File: src/rtl/mmio_arbiter_if.sv
// AXI-Lite master port bundle shared by the MMIO arbiter and its slave.
interface mmio_arbiter_if;
    logic [31:0] awaddr;
    logic        awvalid;
    logic        awready;
    logic [31:0] wdata;
    logic [3:0]  wstrb;
    logic        wvalid;
    logic        wready;
    logic [1:0]  bresp;
    logic        bvalid;
    logic        bready;
    logic [31:0] araddr;
    logic        arvalid;
    logic        arready;
    logic [31:0] rdata;
    logic [1:0]  rresp;
    logic        rvalid;
    logic        rready;

    modport master (
        output awaddr, awvalid, wdata, wstrb, wvalid, bready,
        output araddr, arvalid, rready,
        input  awready, wready, bresp, bvalid,
        input  arready, rdata, rresp, rvalid
    );

    modport slave (
        input  awaddr, awvalid, wdata, wstrb, wvalid, bready,
        input  araddr, arvalid, rready,
        output awready, wready, bresp, bvalid,
        output arready, rdata, rresp, rvalid
    );
endinterface

File: src/rtl/mmio_arbiter.sv
// Round-robin two-port MMIO arbiter driving one AXI-Lite master port,
// with a per-transaction watchdog that aborts hung slave handshakes.
module mmio_arbiter #(
    parameter int unsigned TIMEOUT_CYCLES = 255
) (
    input  logic        clk_i,
    input  logic        rst_i,
    input  logic        req0_valid_i,
    input  logic        req0_we_i,
    input  logic [31:0] req0_addr_i,
    input  logic [31:0] req0_wdata_i,
    input  logic [3:0]  req0_wstrb_i,
    output logic        done0_o,
    output logic [31:0] req0_rdata_o,
    output logic        req0_err_o,
    input  logic        req1_valid_i,
    input  logic        req1_we_i,
    input  logic [31:0] req1_addr_i,
    input  logic [31:0] req1_wdata_i,
    input  logic [3:0]  req1_wstrb_i,
    output logic        done1_o,
    output logic [31:0] req1_rdata_o,
    output logic        req1_err_o,
    mmio_arbiter_if.master m_axi
);
    localparam logic [2:0] S_IDLE  = 3'd0;
    localparam logic [2:0] S_WRITE = 3'd1;
    localparam logic [2:0] S_WRESP = 3'd2;
    localparam logic [2:0] S_RADDR = 3'd3;
    localparam logic [2:0] S_RDATA = 3'd4;
    localparam logic [2:0] S_DONE  = 3'd5;
    localparam logic [15:0] TMO_LAST = 16'(TIMEOUT_CYCLES - 1);

    logic [2:0]  r_state;
    logic        r_last_grant;
    logic        r_gnt;
    logic        r_we;
    logic [15:0] r_wdog;
    logic [31:0] r_addr;
    logic [31:0] r_wdata;
    logic [3:0]  r_wstrb;
    logic        r_awvalid;
    logic        r_wvalid;
    logic        r_arvalid;
    logic        r_done0;
    logic        r_done1;
    logic [31:0] r_rdata0;
    logic [31:0] r_rdata1;
    logic        r_err0;
    logic        r_err1;

    logic        w_busy;
    logic        w_any;
    logic        w_pick1;
    logic        w_tmo;
    logic        w_fin;
    logic        w_fin_err;
    logic        w_fin_ld;
    logic [31:0] w_fin_rdata;
    logic        w_aw_left;
    logic        w_w_left;

    assign m_axi.awaddr  = r_addr;
    assign m_axi.araddr  = r_addr;
    assign m_axi.wdata   = r_wdata;
    assign m_axi.wstrb   = r_wstrb;
    assign m_axi.awvalid = r_awvalid;
    assign m_axi.wvalid  = r_wvalid;
    assign m_axi.arvalid = r_arvalid;
    assign m_axi.bready  = (r_state == S_WRESP);
    assign m_axi.rready  = (r_state == S_RDATA);

    assign done0_o      = r_done0;
    assign done1_o      = r_done1;
    assign req0_rdata_o = r_rdata0;
    assign req1_rdata_o = r_rdata1;
    assign req0_err_o   = r_err0;
    assign req1_err_o   = r_err1;

    assign w_aw_left = r_awvalid & ~m_axi.awready;
    assign w_w_left  = r_wvalid & ~m_axi.wready;

    always_comb begin
        w_busy      = (r_state == S_WRITE) || (r_state == S_WRESP) ||
                      (r_state == S_RADDR) || (r_state == S_RDATA);
        w_any       = req0_valid_i | req1_valid_i;
        w_pick1     = req1_valid_i & (~req0_valid_i | ~r_last_grant);
        w_tmo       = w_busy && (r_wdog == TMO_LAST);
        w_fin       = 1'b0;
        w_fin_err   = 1'b0;
        w_fin_ld    = 1'b0;
        w_fin_rdata = 32'h0;
        // An abort wins over a handshake landing in the same cycle.
        if (w_tmo) begin
            w_fin     = 1'b1;
            w_fin_err = 1'b1;
            w_fin_ld  = ~r_we;
        end else if ((r_state == S_WRESP) && m_axi.bvalid) begin
            w_fin     = 1'b1;
            w_fin_err = (m_axi.bresp != 2'b00);
        end else if ((r_state == S_RDATA) && m_axi.rvalid) begin
            w_fin       = 1'b1;
            w_fin_err   = (m_axi.rresp != 2'b00);
            w_fin_ld    = 1'b1;
            w_fin_rdata = m_axi.rdata;
        end
    end

    always_ff @(posedge clk_i) begin
        if (rst_i) begin
            r_state      <= S_IDLE;
            r_last_grant <= 1'b1;
            r_gnt        <= 1'b0;
            r_we         <= 1'b0;
            r_wdog       <= 16'h0;
            r_addr       <= 32'h0;
            r_wdata      <= 32'h0;
            r_wstrb      <= 4'h0;
            r_awvalid    <= 1'b0;
            r_wvalid     <= 1'b0;
            r_arvalid    <= 1'b0;
            r_done0      <= 1'b0;
            r_done1      <= 1'b0;
            r_rdata0     <= 32'h0;
            r_rdata1     <= 32'h0;
            r_err0       <= 1'b0;
            r_err1       <= 1'b0;
        end else begin
            r_done0 <= 1'b0;
            r_done1 <= 1'b0;
            if (w_busy) r_wdog <= r_wdog + 16'd1;
            if (w_fin) begin
                r_state   <= S_DONE;
                r_awvalid <= 1'b0;
                r_wvalid  <= 1'b0;
                r_arvalid <= 1'b0;
                if (r_gnt) begin
                    r_done1 <= 1'b1;
                    r_err1  <= w_fin_err;
                    if (w_fin_ld) r_rdata1 <= w_fin_rdata;
                end else begin
                    r_done0 <= 1'b1;
                    r_err0  <= w_fin_err;
                    if (w_fin_ld) r_rdata0 <= w_fin_rdata;
                end
            end else begin
                case (r_state)
                    S_IDLE: if (w_any) begin
                        r_gnt        <= w_pick1;
                        r_last_grant <= w_pick1;
                        r_wdog       <= 16'h0;
                        r_we    <= w_pick1 ? req1_we_i    : req0_we_i;
                        r_addr  <= w_pick1 ? req1_addr_i  : req0_addr_i;
                        r_wdata <= w_pick1 ? req1_wdata_i : req0_wdata_i;
                        r_wstrb <= w_pick1 ? req1_wstrb_i : req0_wstrb_i;
                        if (w_pick1 ? req1_we_i : req0_we_i) begin
                            r_state   <= S_WRITE;
                            r_awvalid <= 1'b1;
                            r_wvalid  <= 1'b1;
                        end else begin
                            r_state   <= S_RADDR;
                            r_arvalid <= 1'b1;
                        end
                    end
                    S_WRITE: begin
                        r_awvalid <= w_aw_left;
                        r_wvalid  <= w_w_left;
                        if (!w_aw_left && !w_w_left) r_state <= S_WRESP;
                    end
                    S_RADDR: if (m_axi.arready) begin
                        r_arvalid <= 1'b0;
                        r_state   <= S_RDATA;
                    end
                    S_WRESP, S_RDATA: r_state <= r_state;
                    S_DONE:  r_state <= S_IDLE;
                    default: r_state <= S_IDLE;
                endcase
            end
        end
    end
endmodule

File: src/flat_wrapper.sv
// flat-port wrapper written by rule: the top's interface ports become plain ports
module mmio_arbiter_flat 
#(
    parameter int unsigned TIMEOUT_CYCLES = 255
)
  (clk_i, rst_i, req0_valid_i, req0_we_i, req0_addr_i, req0_wdata_i, req0_wstrb_i, done0_o, req0_rdata_o, req0_err_o, req1_valid_i, req1_we_i, req1_addr_i, req1_wdata_i, req1_wstrb_i, done1_o, req1_rdata_o, req1_err_o, m_axi_awaddr, m_axi_awvalid, m_axi_wdata, m_axi_wstrb, m_axi_wvalid, m_axi_bready, m_axi_araddr, m_axi_arvalid, m_axi_rready, m_axi_awready, m_axi_wready, m_axi_bresp, m_axi_bvalid, m_axi_arready, m_axi_rdata, m_axi_rresp, m_axi_rvalid);
  mmio_arbiter_if m_axi_i ();
  input  logic clk_i;
  input  logic rst_i;
  input  logic req0_valid_i;
  input  logic req0_we_i;
  input  logic [31:0] req0_addr_i;
  input  logic [31:0] req0_wdata_i;
  input  logic [3:0] req0_wstrb_i;
  output logic done0_o;
  output logic [31:0] req0_rdata_o;
  output logic req0_err_o;
  input  logic req1_valid_i;
  input  logic req1_we_i;
  input  logic [31:0] req1_addr_i;
  input  logic [31:0] req1_wdata_i;
  input  logic [3:0] req1_wstrb_i;
  output logic done1_o;
  output logic [31:0] req1_rdata_o;
  output logic req1_err_o;
  output wire logic [$bits(m_axi_i.awaddr)-1:0] m_axi_awaddr;
  output wire logic [$bits(m_axi_i.awvalid)-1:0] m_axi_awvalid;
  output wire logic [$bits(m_axi_i.wdata)-1:0] m_axi_wdata;
  output wire logic [$bits(m_axi_i.wstrb)-1:0] m_axi_wstrb;
  output wire logic [$bits(m_axi_i.wvalid)-1:0] m_axi_wvalid;
  output wire logic [$bits(m_axi_i.bready)-1:0] m_axi_bready;
  output wire logic [$bits(m_axi_i.araddr)-1:0] m_axi_araddr;
  output wire logic [$bits(m_axi_i.arvalid)-1:0] m_axi_arvalid;
  output wire logic [$bits(m_axi_i.rready)-1:0] m_axi_rready;
  input wire logic [$bits(m_axi_i.awready)-1:0] m_axi_awready;
  input wire logic [$bits(m_axi_i.wready)-1:0] m_axi_wready;
  input wire logic [$bits(m_axi_i.bresp)-1:0] m_axi_bresp;
  input wire logic [$bits(m_axi_i.bvalid)-1:0] m_axi_bvalid;
  input wire logic [$bits(m_axi_i.arready)-1:0] m_axi_arready;
  input wire logic [$bits(m_axi_i.rdata)-1:0] m_axi_rdata;
  input wire logic [$bits(m_axi_i.rresp)-1:0] m_axi_rresp;
  input wire logic [$bits(m_axi_i.rvalid)-1:0] m_axi_rvalid;
  assign m_axi_awaddr = m_axi_i.awaddr;
  assign m_axi_awvalid = m_axi_i.awvalid;
  assign m_axi_wdata = m_axi_i.wdata;
  assign m_axi_wstrb = m_axi_i.wstrb;
  assign m_axi_wvalid = m_axi_i.wvalid;
  assign m_axi_bready = m_axi_i.bready;
  assign m_axi_araddr = m_axi_i.araddr;
  assign m_axi_arvalid = m_axi_i.arvalid;
  assign m_axi_rready = m_axi_i.rready;
  assign m_axi_i.awready = m_axi_awready;
  assign m_axi_i.wready = m_axi_wready;
  assign m_axi_i.bresp = m_axi_bresp;
  assign m_axi_i.bvalid = m_axi_bvalid;
  assign m_axi_i.arready = m_axi_arready;
  assign m_axi_i.rdata = m_axi_rdata;
  assign m_axi_i.rresp = m_axi_rresp;
  assign m_axi_i.rvalid = m_axi_rvalid;
  mmio_arbiter #(.TIMEOUT_CYCLES(TIMEOUT_CYCLES)) u_core (.clk_i(clk_i), .rst_i(rst_i), .req0_valid_i(req0_valid_i), .req0_we_i(req0_we_i), .req0_addr_i(req0_addr_i), .req0_wdata_i(req0_wdata_i), .req0_wstrb_i(req0_wstrb_i), .done0_o(done0_o), .req0_rdata_o(req0_rdata_o), .req0_err_o(req0_err_o), .req1_valid_i(req1_valid_i), .req1_we_i(req1_we_i), .req1_addr_i(req1_addr_i), .req1_wdata_i(req1_wdata_i), .req1_wstrb_i(req1_wstrb_i), .done1_o(done1_o), .req1_rdata_o(req1_rdata_o), .req1_err_o(req1_err_o), .m_axi(m_axi_i));
endmodule
File: config.mk
export PLATFORM = sky130hd
export DESIGN_NAME = mmio_arbiter_flat
export DESIGN_NICKNAME = d
export VERILOG_FILES = /design/src/rtl/mmio_arbiter_if.sv /design/src/rtl/mmio_arbiter.sv /design/src/flat_wrapper.sv
export SDC_FILE = /design/constraint.sdc
export NUM_CORES = 1
export LEC_CHECK = 0
export ABC_AREA = 1
export BUFFER_PORTS_ARGS = -buffer_cell sky130_fd_sc_hd__buf_2
export CORE_AREA = 2 2 137 139
export CTS_CLUSTER_DIAMETER = 80
export CTS_CLUSTER_SIZE = 14
export DETAILED_ROUTE_END_ITERATION = 8
export DIE_AREA = 0 0 139 141
export PLACE_DENSITY = 0.71
export SYNTH_ARGS = -nofsm -noshare
export SYNTH_HDL_FRONTEND = slang
export SYNTH_SLANG_ARGS = --single-unit
File: constraint.sdc
create_clock -name clk_i -period 4.4 [get_ports clk_i]
set_clock_uncertainty 0.1 [all_clocks]
set_input_delay 1.1 -clock clk_i [delete_from_list [all_inputs] [get_ports clk_i]]
set_output_delay 1.1 -clock clk_i [all_outputs]
set_load 0.05 [all_outputs]
==> results of run 1 <==
critical path, cell delays in order, from the launching register on:
cell     delay, ns
dfxtp_1       0.39
inv_1         0.09
nand2_1       0.12
nand2_1       0.08
nand2_2       0.21
nand3_4       0.56
nand2_2       0.40
nand3_1       0.39
o21ai_0       0.27
cell usage after synthesis (all sizes together) (5+ instances only):
cell type / number / area (µm²)
inv: 60 / 225
nor2: 72 / 280
o21ai: 95 / 475
nand3: 53 / 288
nand2: 250 / 948
a21oi: 47 / 235
xnor2: 5 / 43.8
nand4: 39 / 250
a31oi: 68 / 425
nor3: 6 / 35.0
clkbuf: 36 / 136
buf: 67 / 445
dfxtp: 161 / 3220
cells by family after synthesis:
group / count (synthesis) / share of synthesized area (%)
buffers and inverters: 165 / 11.4
XOR/XNOR: 7 / 0.860
AND/OR/NAND/NOR: 426 / 25.8
flip-flops: 161 / 45.2
AO/OA/AOI/OAI: 214 / 16.3
adder cells (fa/ha/maj): 2 / 0.351
metrics by stage:
stage	instance area, µm²	worst slack, ns
2_1_floorplan	7130	2.20
3_3_place_gp	8730	1.81
3_5_place_dp	8730	1.72
4_1_cts	9360	1.73
5_1_grt	9370	1.50
6_report	9370	1.71
path summary, 6_finish.rpt:
check	start	to	slack, ns	depth (start not counted)
worst max-delay path	u_core.r_state[1]	u_core.req1_rdata_o[3]	1.71	8
worst min-delay path	u_core.req0_rdata_o[20]	u_core.req0_rdata_o[20]	0.36	2
worst max register to register	u_core.r_state[1]	u_core.req1_rdata_o[3]	1.71	8
worst min register to register	u_core.req0_rdata_o[20]	u_core.req0_rdata_o[20]	0.36	2
sequential cells by signal, summed over array words and instances, names as in the netlist, 3 cells and up:
signal / flops
u_core.m_axi.araddr: 32
u_core.m_axi.wdata: 32
u_core.m_axi.wstrb: 4
u_core.r_state: 3
u_core.r_wdog: 16
u_core.req0_rdata_o: 32
u_core.req1_rdata_o: 32
cell type report:
type | count | area share (%)
sequential | 161 | 34.4
multi-input combinational | 649 | 33.1
timing repair buffer | 366 | 20.1
clock buffer | 18 | 4.58
tap | 234 | 3.12
inverter | 62 | 2.48
clock inverter | 13 | 2.12
antenna | 4 | 0.107
where the power goes:
part	internal (µW)	total, µW	switching [µW]
clock	962	1610	647
sequential	1760	1950	188
combinational	583	2750	2170
layer usage:
| layer | track usage (%) | vias to the layer above | share of wire (%) |
|---|---|---|---|
| met5 | 0 | - | 0.061 |
| met2 | 36.7 | 338 | 48 |
| li1 | - | 3782 | - |
| met3 | 6.15 | 59 | 7.3 |
| met4 | 9.89 | 2 | 3.0 |
| met1 | 27.2 | 3453 | 42 |
==> flow_summary.toml, run 1 <==
[placement]
placement.io_buffers = 355
gp_congestion = 0.844
dp_hpwl_um = 16400
dpl.cell_count = 1472

[finish]
final_util_pct = 51.3
nFillCells = 1809
layout_commonest_cell = "buf_2"
regArea_mm2 = 0.00322
multi_input_area_mm2 = 0.00310
syn_to_final_growth_pct = 31.4
layout_common_cells = "355 x buf_2, 245 x nand2_1, 161 x dfxtp_1"
fin_nets = 1442
fin_cells = 1507
drive_gt1_share_pct = 32.9

[floorplan]
coreArea_mm2 = 0.0183
die_w_um = 139
die_height_um = 141
row_count = 50
die_area_mm2 = 0.0196
start_util_pct = 39.0
pin_count = 356

[route]
drt_iter0_markers = 476
dr_total_vias = 7634
drtAntennaViolNets = 0
routed_wl_um = 22900
dr.pass1.iters = 5
avgViaCountPerCell = 5.07
wl_per_cell_um = 15.2
drc = 0

[timing]
max_clock_freq_mhz = 371
maxSlewViolCount = 0
holdWs_ns = 0.359
post-route-min-period_ns = 2.69
max_slew_margin_pct = 52.9
setup-tns-final_ns = 0
finalHoldViolCount = 0
setup_viol = 0
fin_crit_sh_pct = 61.2
worst_pin_slew_ns = 0.706
rsz0062_at_grt = "no"

[hold_path]
hold_class = "reg -> reg"

[logic_synthesis]
ys_seq_area_share_pct = 45.2
async_reset_ff_share_pct = 0
synth.distinct_cells = 35
syn_nets = 1160
syn_area_per_cell_um2 = 7.31
ys_ff_latch = 161
yosysWarnings = 0
syn-cell-area_mm2 = 0.00713
synth_edf_count = 0
synthFlopType = "dfxtp_1"
synthCells = 975

[clock_network]
cts_buffers = 17
clk_path_buf_depth = 2
cts_tree = "yes"
root_buffer = "clkbuf_16"
path_clk_slew_ns = 0.07
cts_setup_buffers = 0
cts_hold_buf = 0
clock_latency_ns = 0.42
cts.sinks = 161
h-tree-depth = 4
post_cts_resized = 0

[power]
ir_worst_vdd_mv = 0.484
p_total_uw = 6300
power_leakage_uw = 0.00470
power_density_mw_per_mm2 = 673

[setup_path]
crit_required_ns = 4.65
cp.arrival_ns = 2.94
critPathKind = "reg -> reg"
crit_path_end_kind = "flip-flop"
critPathMaxFanout = 61
cp-start-kind = "flip-flop"

[grt]
grtUsageTotal_pct = 22.2
grt_pass1_vias = 6801
grt_pass1_wl_um = 35200
grt_max_degree = 138
overflow = 0
antenna_found_initial = 5

[job]
max_cap_violations = 0

[run_status]
status = "finished clean"
No activity file was read; power rests on OpenSTA's default activity.
==> inputs of run 2 (changes only) <==
Settings changed: PLACE_DENSITY 0.71 to 0.73.
Clock period 4.4 ns to 2.3 ns, I/O delays scaled along.
==> run 2 against run 1 <==
Cell count increased by 1.1%; highest routed layer is now met4; via count down 0.56%; critical path type is now reg -> out; first-iteration DRC count shrank 30%; power up 93%; sequential power increased by 92%; die area stayed put; global-route usage is 0.14 points higher; flip-flop and latch count unchanged; hold slack lost 0.054 ns; critical endpoint is now m_axi_rready; wire length hardly changed; combinational power increased by 97%.
==> flow_summary.toml, run 2 (synthesis gave the netlist of run 1 again) <==
[run_status]
status = "finished clean"

[setup_path]
path_cells = "nor2_1 -> nand2_1 -> inv_2 -> buf_2"
cp-start-kind = "flip-flop"
critPathMaxFanout = 5
crit_slowest_cell = "dfxtp_1"
cp_num_buf_inv = 2
r2r_start = "u_core.r_wdog[0]"
critPathKind = "reg -> out"
crit_required_ns = 1.62
r2r_cells = 8
crit_path_end_kind = "output pin"
r2r_setup_slack_ns = 0.31
crit_path_max_incr_delay_ns = 0.35
reg2reg_to = "u_core.req1_rdata_o[3]"
cp.arrival_ns = 1.39
crit_family = "buffers and inverters"

[floorplan]
start_util_pct = 39.0
coreArea_mm2 = 0.0183
row_count = 50
die_height_um = 141
die_area_mm2 = 0.0196
die_w_um = 139
pin_count = 356

[timing]
setup-tns-final_ns = 0
setup_viol = 0
rsz0062_at_grt = "no"
finalHoldViolCount = 0
maxSlewViolCount = 0
worst_slack_ns = 0.233
fin_crit_sh_pct = 89.9
max_clock_freq_mhz = 484
max_slew_margin_pct = 73.5
worst_pin_slew_ns = 0.398
post-route-min-period_ns = 2.07

[clock_network]
cts_tree = "yes"
path_clk_slew_ns = 0.07
clk_path_buf_depth = 2
h-tree-depth = 4
cts.sinks = 161
cts_buffers = 17
root_buffer = "clkbuf_16"
clock_latency_ns = 0.42
cts_setup_buffers = 0

[hold_path]
min_to = "u_core.m_axi.araddr[26]"
worstHoldPathCells = 3
worstHoldStart = "req0_addr_i[26]"
hold_class = "in -> reg"

[power]
power_leakage_uw = 0.00479
power_density_mw_per_mm2 = 1270
ir_worst_vdd_mv = 0.912
p_total_uw = 12200

[finish]
regArea_mm2 = 0.00322
fin_cells = 1523
layout_common_cells = "355 x buf_2, 245 x nand2_1, 161 x dfxtp_1"
syn_to_final_growth_pct = 34.0
multi_input_area_mm2 = 0.00311
fin_nets = 1456
layout_commonest_cell = "buf_2"
nFillCells = 1802
drive_gt1_share_pct = 33.7

[grt]
grt_max_degree = 69
overflow = 0
grtUsageTotal_pct = 22.4
grt_pass1_wl_um = 35500
antenna_found_initial = 5
grt_pass1_vias = 7038

[placement]
pre_cts_ws_ns = 0.166
gp_congestion = 0.861
dpl.cell_count = 1486
dp_hpwl_um = 16800
placement.io_buffers = 355

[route]
avgViaCountPerCell = 4.98
wl_per_cell_um = 15.0
drtAntennaViolNets = 0
routed_wl_um = 22900
dr.pass1.iters = 5
drt_iter0_markers = 331
drc = 0
dr_total_vias = 7591

[job]
max_cap_violations = 0
==> run 2: report_power, final <==
| part | internal (µW) | total [µW] | switching [µW] | leakage (µW) |
|---|---|---|---|---|
| Sequential | 3370 | 3740 | 377 | 0.00132 |
| Combinational | 1260 | 5420 | 4150 | 0.00318 |
| Clock | 1750 | 3010 | 1260 | 0.000298 |
==> run 2: repair_timing <==
item                       CTS  global route
hold buffers                 0             0
setup endpoints to repair    0            10
gates resized for setup      0             1
==> run 2: cell type report <==
cell class              count  area share (%)
clock buffers              18            4.49
diodes                      5           0.131
flip-flops and latches    161            33.7
well taps                 234            3.07
multi-input cells         649            32.5
clock inverters            14            2.00
repair buffers            380            21.6
inverters                  62            2.44
==> run 2: routing by layer <==
metal / track usage, % / part of all wire [%]
met1: 26.7 / 41
met2: 38.6 / 48
met3: 6.05 / 7.9
met4: 8.56 / 2.9
met5: 0 / 0
==> run 2: worst min-delay path, stage by stage <==
cell and delay, ns:
buf_2 0.09, nand2_1 0.05, a31oi_1 0.07
==> run 2: per-stage QoR <==
stage | area, µm² | utilization (%) | hold slack (ns)
after global routing | 9550 | 52.3 | 0.299
after global placement | 8910 | 48.8 | 0.344
after floorplan | 7130 | - | 0.329
after detailed placement | 8910 | 48.8 | 0.350
after CTS | 9530 | 52.2 | 0.288
final | 9550 | 52.3 | 0.305
==> run 2: worst max-delay path by stage <==
stage,from,to,slack (ns),depth (start not counted)
after floorplan,req0_valid_i,u_core.m_axi.wdata[23],0.62,7
after global routing,u_core.r_wdog[0],u_core.req1_rdata_o[3],0.06,8
after detailed placement,u_core.r_wdog[0],u_core.req1_rdata_o[3],0.17,8
after global placement,u_core.r_wdog[0],u_core.req1_rdata_o[3],0.27,8
after CTS,u_core.r_wdog[0],u_core.req1_rdata_o[3],0.15,8
final,u_core.r_state[1],m_axi_rready,0.23,4
